**config.mk**
```make
export PLATFORM = sky130hd
export DESIGN_NAME = mem_stage_ctrl
export DESIGN_NICKNAME = d
export VERILOG_FILES = /design/src/rtl/mem_stage_ctrl.sv
export SDC_FILE = /design/constraint.sdc
export NUM_CORES = 1
export LEC_CHECK = 0
export CORE_MARGIN = 2
export CORE_UTILIZATION = 28
export CTS_CLUSTER_DIAMETER = 120
export DETAILED_ROUTE_END_ITERATION = 10
export DONT_BUFFER_PORTS = 1
export HOLD_SLACK_MARGIN = 0.08
export PLACE_DENSITY = 0.38
export SLEW_MARGIN = 5
export SYNTH_ARGS = -nofsm -noshare
export SYNTH_HDL_FRONTEND = slang
export SYNTH_SLANG_ARGS = --single-unit
```
**constraint.sdc**
```tcl
create_clock -name clk -period 2.1 [get_ports clk]
set_input_delay 0.21 -clock clk [delete_from_list [all_inputs] [get_ports clk]]
set_output_delay 0.21 -clock clk [all_outputs]
set_load 0.05 [all_outputs]
```
**src/rtl/mem_stage_ctrl.sv**
```systemverilog
// MEM-stage sequencer: issues one data-memory access per EX/MEM instruction, stalls upstream while it is outstanding.
// Writeback results are registered (1 cycle after accept/response); request payload is held stable under dmem_req_ready backpressure.
module mem_stage_ctrl #(
  parameter int DATA_WIDTH     = 64,
  parameter int REG_ADDR_WIDTH = 5
) (
  input  logic                      clk,
  input  logic                      reset,
  input  logic                      ex_valid,
  input  logic                      ex_is_load,
  input  logic                      ex_is_store,
  input  logic [1:0]                ex_size,
  input  logic                      ex_unsigned,
  input  logic [DATA_WIDTH-1:0]     ex_alu_res,
  input  logic [DATA_WIDTH-1:0]     ex_val_b,
  input  logic [REG_ADDR_WIDTH-1:0] ex_rd,
  input  logic                      flush,
  output logic                      exmem_stall,
  output logic                      dmem_req_valid,
  input  logic                      dmem_req_ready,
  output logic                      dmem_req_we,
  output logic [DATA_WIDTH-1:0]     dmem_req_addr,
  output logic [DATA_WIDTH-1:0]     dmem_req_wdata,
  output logic [1:0]                dmem_req_size,
  input  logic                      dmem_resp_valid,
  input  logic [DATA_WIDTH-1:0]     dmem_resp_data,
  output logic                      wb_valid,
  output logic [REG_ADDR_WIDTH-1:0] wb_rd,
  output logic [DATA_WIDTH-1:0]     wb_data,
  output logic                      wb_exc
);

  typedef enum logic [1:0] {S_IDLE, S_REQ, S_WAIT, S_DRAIN} state_t;

  state_t                    state_q, state_d;
  logic                      kill_q, kill_d;
  logic                      we_q, we_d;
  logic [DATA_WIDTH-1:0]     addr_q, addr_d;
  logic [DATA_WIDTH-1:0]     wdata_q, wdata_d;
  logic [1:0]                size_q, size_d;
  logic                      uns_q, uns_d;
  logic [REG_ADDR_WIDTH-1:0] rd_q, rd_d;
  logic                      wb_valid_q, wb_valid_d;
  logic [REG_ADDR_WIDTH-1:0] wb_rd_q, wb_rd_d;
  logic [DATA_WIDTH-1:0]     wb_data_q, wb_data_d;
  logic                      wb_exc_q, wb_exc_d;
  logic                      stall_c;
  logic                      mem_op;
  logic                      misaligned;
  logic [DATA_WIDTH-1:0]     load_ext;

  assign mem_op = ex_is_load | ex_is_store;

  always_comb begin
    misaligned = 1'b0;
    case (ex_size)
      2'd1:    misaligned = ex_alu_res[0];
      2'd2:    misaligned = |ex_alu_res[1:0];
      2'd3:    misaligned = |ex_alu_res[2:0];
      default: misaligned = 1'b0;
    endcase
  end

  always_comb begin
    load_ext = dmem_resp_data;
    case (size_q)
      2'd0: load_ext = {{(DATA_WIDTH-8){~uns_q & dmem_resp_data[7]}}, dmem_resp_data[7:0]};
      2'd1: load_ext = {{(DATA_WIDTH-16){~uns_q & dmem_resp_data[15]}}, dmem_resp_data[15:0]};
      2'd2: load_ext = {{(DATA_WIDTH-32){~uns_q & dmem_resp_data[31]}}, dmem_resp_data[31:0]};
      default: load_ext = dmem_resp_data;
    endcase
  end

  always_comb begin
    state_d    = state_q;
    kill_d     = kill_q;
    we_d       = we_q;
    addr_d     = addr_q;
    wdata_d    = wdata_q;
    size_d     = size_q;
    uns_d      = uns_q;
    rd_d       = rd_q;
    wb_valid_d = 1'b0;
    wb_rd_d    = wb_rd_q;
    wb_data_d  = wb_data_q;
    wb_exc_d   = wb_exc_q;
    stall_c    = 1'b0;
    case (state_q)
      S_IDLE: begin
        if (ex_valid && !flush) begin
          if (!mem_op || misaligned) begin
            wb_valid_d = 1'b1;
            wb_rd_d    = ex_rd;
            wb_data_d  = ex_alu_res;
            wb_exc_d   = mem_op;
          end else begin
            stall_c = 1'b1;
            state_d = S_REQ;
            we_d    = ex_is_store;
            addr_d  = ex_alu_res;
            wdata_d = ex_val_b;
            size_d  = ex_size;
            uns_d   = ex_unsigned;
            rd_d    = ex_rd;
          end
        end
      end
      S_REQ: begin
        stall_c = 1'b1;
        if (dmem_req_ready) begin
          state_d = (kill_q || flush) ? S_DRAIN : S_WAIT;
        end else if (flush) begin
          kill_d = 1'b1;
        end
      end
      S_WAIT: begin
        // The response cycle releases the stall so EX/MEM advances on the same edge.
        stall_c = ~dmem_resp_valid;
        if (dmem_resp_valid) begin
          state_d = S_IDLE;
          if (!flush) begin
            wb_valid_d = 1'b1;
            wb_rd_d    = we_q ? '0 : rd_q;
            wb_data_d  = we_q ? '0 : load_ext;
            wb_exc_d   = 1'b0;
          end
        end else if (flush) begin
          state_d = S_DRAIN;
        end
      end
      S_DRAIN: begin
        stall_c = 1'b1;
        if (dmem_resp_valid) begin
          kill_d  = 1'b0;
          state_d = S_IDLE;
        end
      end
      default: state_d = S_IDLE;
    endcase
  end

  always_ff @(posedge clk or negedge reset) begin
    if (!reset) begin
      state_q    <= S_IDLE;
      kill_q     <= 1'b0;
      we_q       <= 1'b0;
      addr_q     <= '0;
      wdata_q    <= '0;
      size_q     <= 2'd0;
      uns_q      <= 1'b0;
      rd_q       <= '0;
      wb_valid_q <= 1'b0;
      wb_rd_q    <= '0;
      wb_data_q  <= '0;
      wb_exc_q   <= 1'b0;
    end else begin
      state_q    <= state_d;
      kill_q     <= kill_d;
      we_q       <= we_d;
      addr_q     <= addr_d;
      wdata_q    <= wdata_d;
      size_q     <= size_d;
      uns_q      <= uns_d;
      rd_q       <= rd_d;
      wb_valid_q <= wb_valid_d;
      wb_rd_q    <= wb_rd_d;
      wb_data_q  <= wb_data_d;
      wb_exc_q   <= wb_exc_d;
    end
  end

  // Stall is combinational from ex_* in IDLE, so it is gated to read 0 while reset is held.
  assign exmem_stall    = stall_c & reset;
  assign dmem_req_valid = (state_q == S_REQ);
  assign dmem_req_we    = we_q;
  assign dmem_req_addr  = addr_q;
  assign dmem_req_wdata = wdata_q;
  assign dmem_req_size  = size_q;
  assign wb_valid       = wb_valid_q;
  assign wb_rd          = wb_rd_q;
  assign wb_data        = wb_data_q;
  assign wb_exc         = wb_exc_q;

endmodule

```
==> flow_summary.yaml <==
outcome:
  violations: "negative hold slack"
  status: "complete, but fails checks"
yosys:
  synth_fp_nets: 893
  yosysWarnings: 0
  synth-main-ff-cell: "dfrtp_1"
  async_reset_ff_frac: 1.00
  synth_area_per_cell_um2: 13.6
  synth-edff-count: 0
  netlist_area_um2: 9350
  yosysUniqueCellTypes: 31
  ys_ff_latch: 211
  syn_inst: 685
  seq_area_frac_synth: 0.565
finish:
  num-nets-final: 1091
  multi_input_area_um2: 3780
  most-common-layout-cells: "dfrtp_1, dlygate4sd3_1, mux2_1"
  regArea_um2: 5280
  area_growth_pct: 37.4
  nFillCells: 3084
  final_common_cell: "dfrtp_1"
  drive_gt1_frac: 0.167
timing:
  setup_viol: 0
  hold_viol: 211
  setup_ws_ns: 0.149
  finalClockSkew_ns: 0.0161
  tightest_slew_ns: 0.614
  fmax_mhz: 513
  fin_setup_tns_ns: 0
  holdWs_ns: -0.615
  grt_setup_unrepaired: "no"
  slew_viol_final: 0
  min_period_ns: 1.95
  relSlewSlack: 0.591
  fin_crit_sh: 0.929
placed_design:
  post-dp-hpwl_mm: 18.1
  io_buffers: 0
  pre_cts_ws_ns: 0.190
  gp_congestion: 0.786
floorplan:
  io_pins: 412
  die_y_um: 187
  num_rows: 66
  fp.coreArea_um2: 32700
  start_util: 0.286
  fp.dieW_um: 187
  die_area_um2: 34900
clock_network:
  htreeDepth: 1
  clk_pin_slew_worst_paths_ns: 0.06
  cts_tree: "yes"
  numCtsBuffers: 26
  cts-root-buf: "clkbuf_16"
  cts_hold_buf: 196
  clock_latency_ns: 0.53
  clock_sinks: 211
  cts_buffer_depth: 3
  cts_setup_buffers: 0
route:
  drt-total-wl_mm: 27.9
  first_pass_iters: 4
  post_drt_wl_per_cell_um: 20.7
  postRouteAntennaNets: 0
  vias: 6342
  drc: 0
  drt_iter0_drc: 172
  viasPerCell: 4.71
worst_setup_path:
  crit_buf_inv: 1
  reg2regPathDepth: 5
  path_cells: "nor3b_1 > o31a_1 > buf_4"
  critPathMaxStageDelay_ns: 0.49
  crit_arrival_ns: 1.74
  slowest_stage: "dfrtp_1"
  crit_path_start_kind: "flop"
  crit_start: "state_q[1]$_DFFE_PN0P_"
  crit_family: "flip-flops"
  crit_cells: 3
  r2r_slack_ns: 0.15
  r2r_start: "state_q[1]$_DFFE_PN0P_"
  worstPathRequired_ns: 1.89
  end_kind: "output pin"
  critPathMaxFanout: 9
  worstSetupPathType: "reg2out"
  reg2reg_to: "wb_data[30]$_DFFE_PN0P_"
global_routing:
  gr-total-overflow: 0
  grt_first_pass_wirelength_mm: 42.8
  grt_pass1_vias: 7076
  grt_max_degree: 213
  antenna_found_initial: 1
  grt_use_total: 0.154
power:
  power_density_nw_per_um2: 1860
  peakVddDrop_mv: 0.754
  power_leakage_nw: 5.85
job:
  cap_violations: 0
worst_hold_path:
  hold_class: "in2async"
==> sequential cells by signal (all words and copies together) (netlist names) <==
signal / cells
dmem_req_addr: 64
dmem_req_wdata: 64
wb_data: 64
rd_q: 5
wb_rd: 5
dmem_req_size: 2
state_q: 2
dmem_req_we: 1
kill_q: 1
uns_q: 1
wb_exc: 1
wb_valid: 1
==> synth_stat cells, types with 2 or more instances <==
cell type / instances / area share
a22o_1: 37 / 0.035
buf_1: 7 / 0.0028
buf_2: 9 / 0.0048
buf_6: 10 / 0.012
clkbuf_1: 27 / 0.011
dfrtp_1: 211 / 0.57
inv_1: 2 / 0.00080
mux2_1: 138 / 0.17
mux2_4: 69 / 0.11
nand2_1: 61 / 0.025
nand2b_1: 2 / 0.0013
nor2_1: 2 / 0.00080
nor2b_1: 3 / 0.0020
nor3b_1: 2 / 0.0016
o21ai_0: 89 / 0.048
==> cells by family after synthesis <==
family                 share of synthesized area
buffers and inverters                     0.0317
AND/OR/NAND/NOR                           0.0341
multiplexers                               0.278
AO/OA/AOI/OAI                             0.0909
flip-flops                                 0.565
==> worst max path at each step <==
stage / end / slack [ns]
global route: wb_exc$_DFFE_PN0P_ / 0.06
global placement: dmem_req_size[1]$_DFFE_PN0P_ / 0.20
CTS: state_q[0]$_DFFE_PN0P_ / 0.07
detailed placement: wb_data[30]$_DFFE_PN0P_ / 0.19
finish: exmem_stall / 0.15
floorplan: wb_data[58]$_DFFE_PN0P_ / 0.02
==> metrics by stage <==
step | cell area (um^2) | instances | utilization | power [W]
2_1_floorplan | 9350 | 685 | - | 0.0172
3_3_place_gp | 9910 | 1100 | 0.303 | 0.0187
3_5_place_dp | 9910 | 1100 | 0.303 | 0.0188
4_1_cts | 12800 | 1344 | 0.392 | 0.0241
5_1_grt | 12800 | 1346 | 0.393 | 0.0249
6_report | 12800 | 1346 | 0.393 | 0.0239
==> layout make-up <==
type	instances	area share
Tap cell	442	0.0431
Sequential cell	211	0.411
Antenna cell	1	0.000195
Clock buffer	31	0.0569
Timing Repair Buffer	223	0.177
Clock inverter	17	0.0156
Multi-Input combinational cell	418	0.295
Inverter	3	0.000877
==> what timing repair did <==
action                                  in CTS  in global routing
endpoints found under the setup margin       0                  1
endpoints found under the hold margin      422                211
resized for setup                            0                  1
==> where the power goes <==
group / total (W) / internal, W / switching (W) / leakage, nW
clock: 0.00476 / 0.00297 / 0.00179 / 0.464
combinational: 0.00490 / 0.00277 / 0.00213 / 2.80
sequential: 0.0142 / 0.00590 / 0.00833 / 2.58
total: 0.0239 / 0.0116 / 0.0123 / 5.85
==> worst register-to-register path, delay by kind of cell (launching register included) <==
kind | cells | cell delay, ns
and+or+nand+nor | 2 | 0.51
buffers and inverters | 1 | 0.22
DFF | 1 | 0.53
AOI/OAI and AO/OA | 1 | 0.19
muxes | 1 | 0.38
==> per-layer routing <==
layer  wire [um]  global-route usage  up-vias
li1            -                   -     2842
met1       10800               0.179     3164
met2       13900               0.270      289
met3        2360              0.0491       47
met4         749              0.0491        0
met5           0                   0        -
Power figures use the tool's default switching activity.
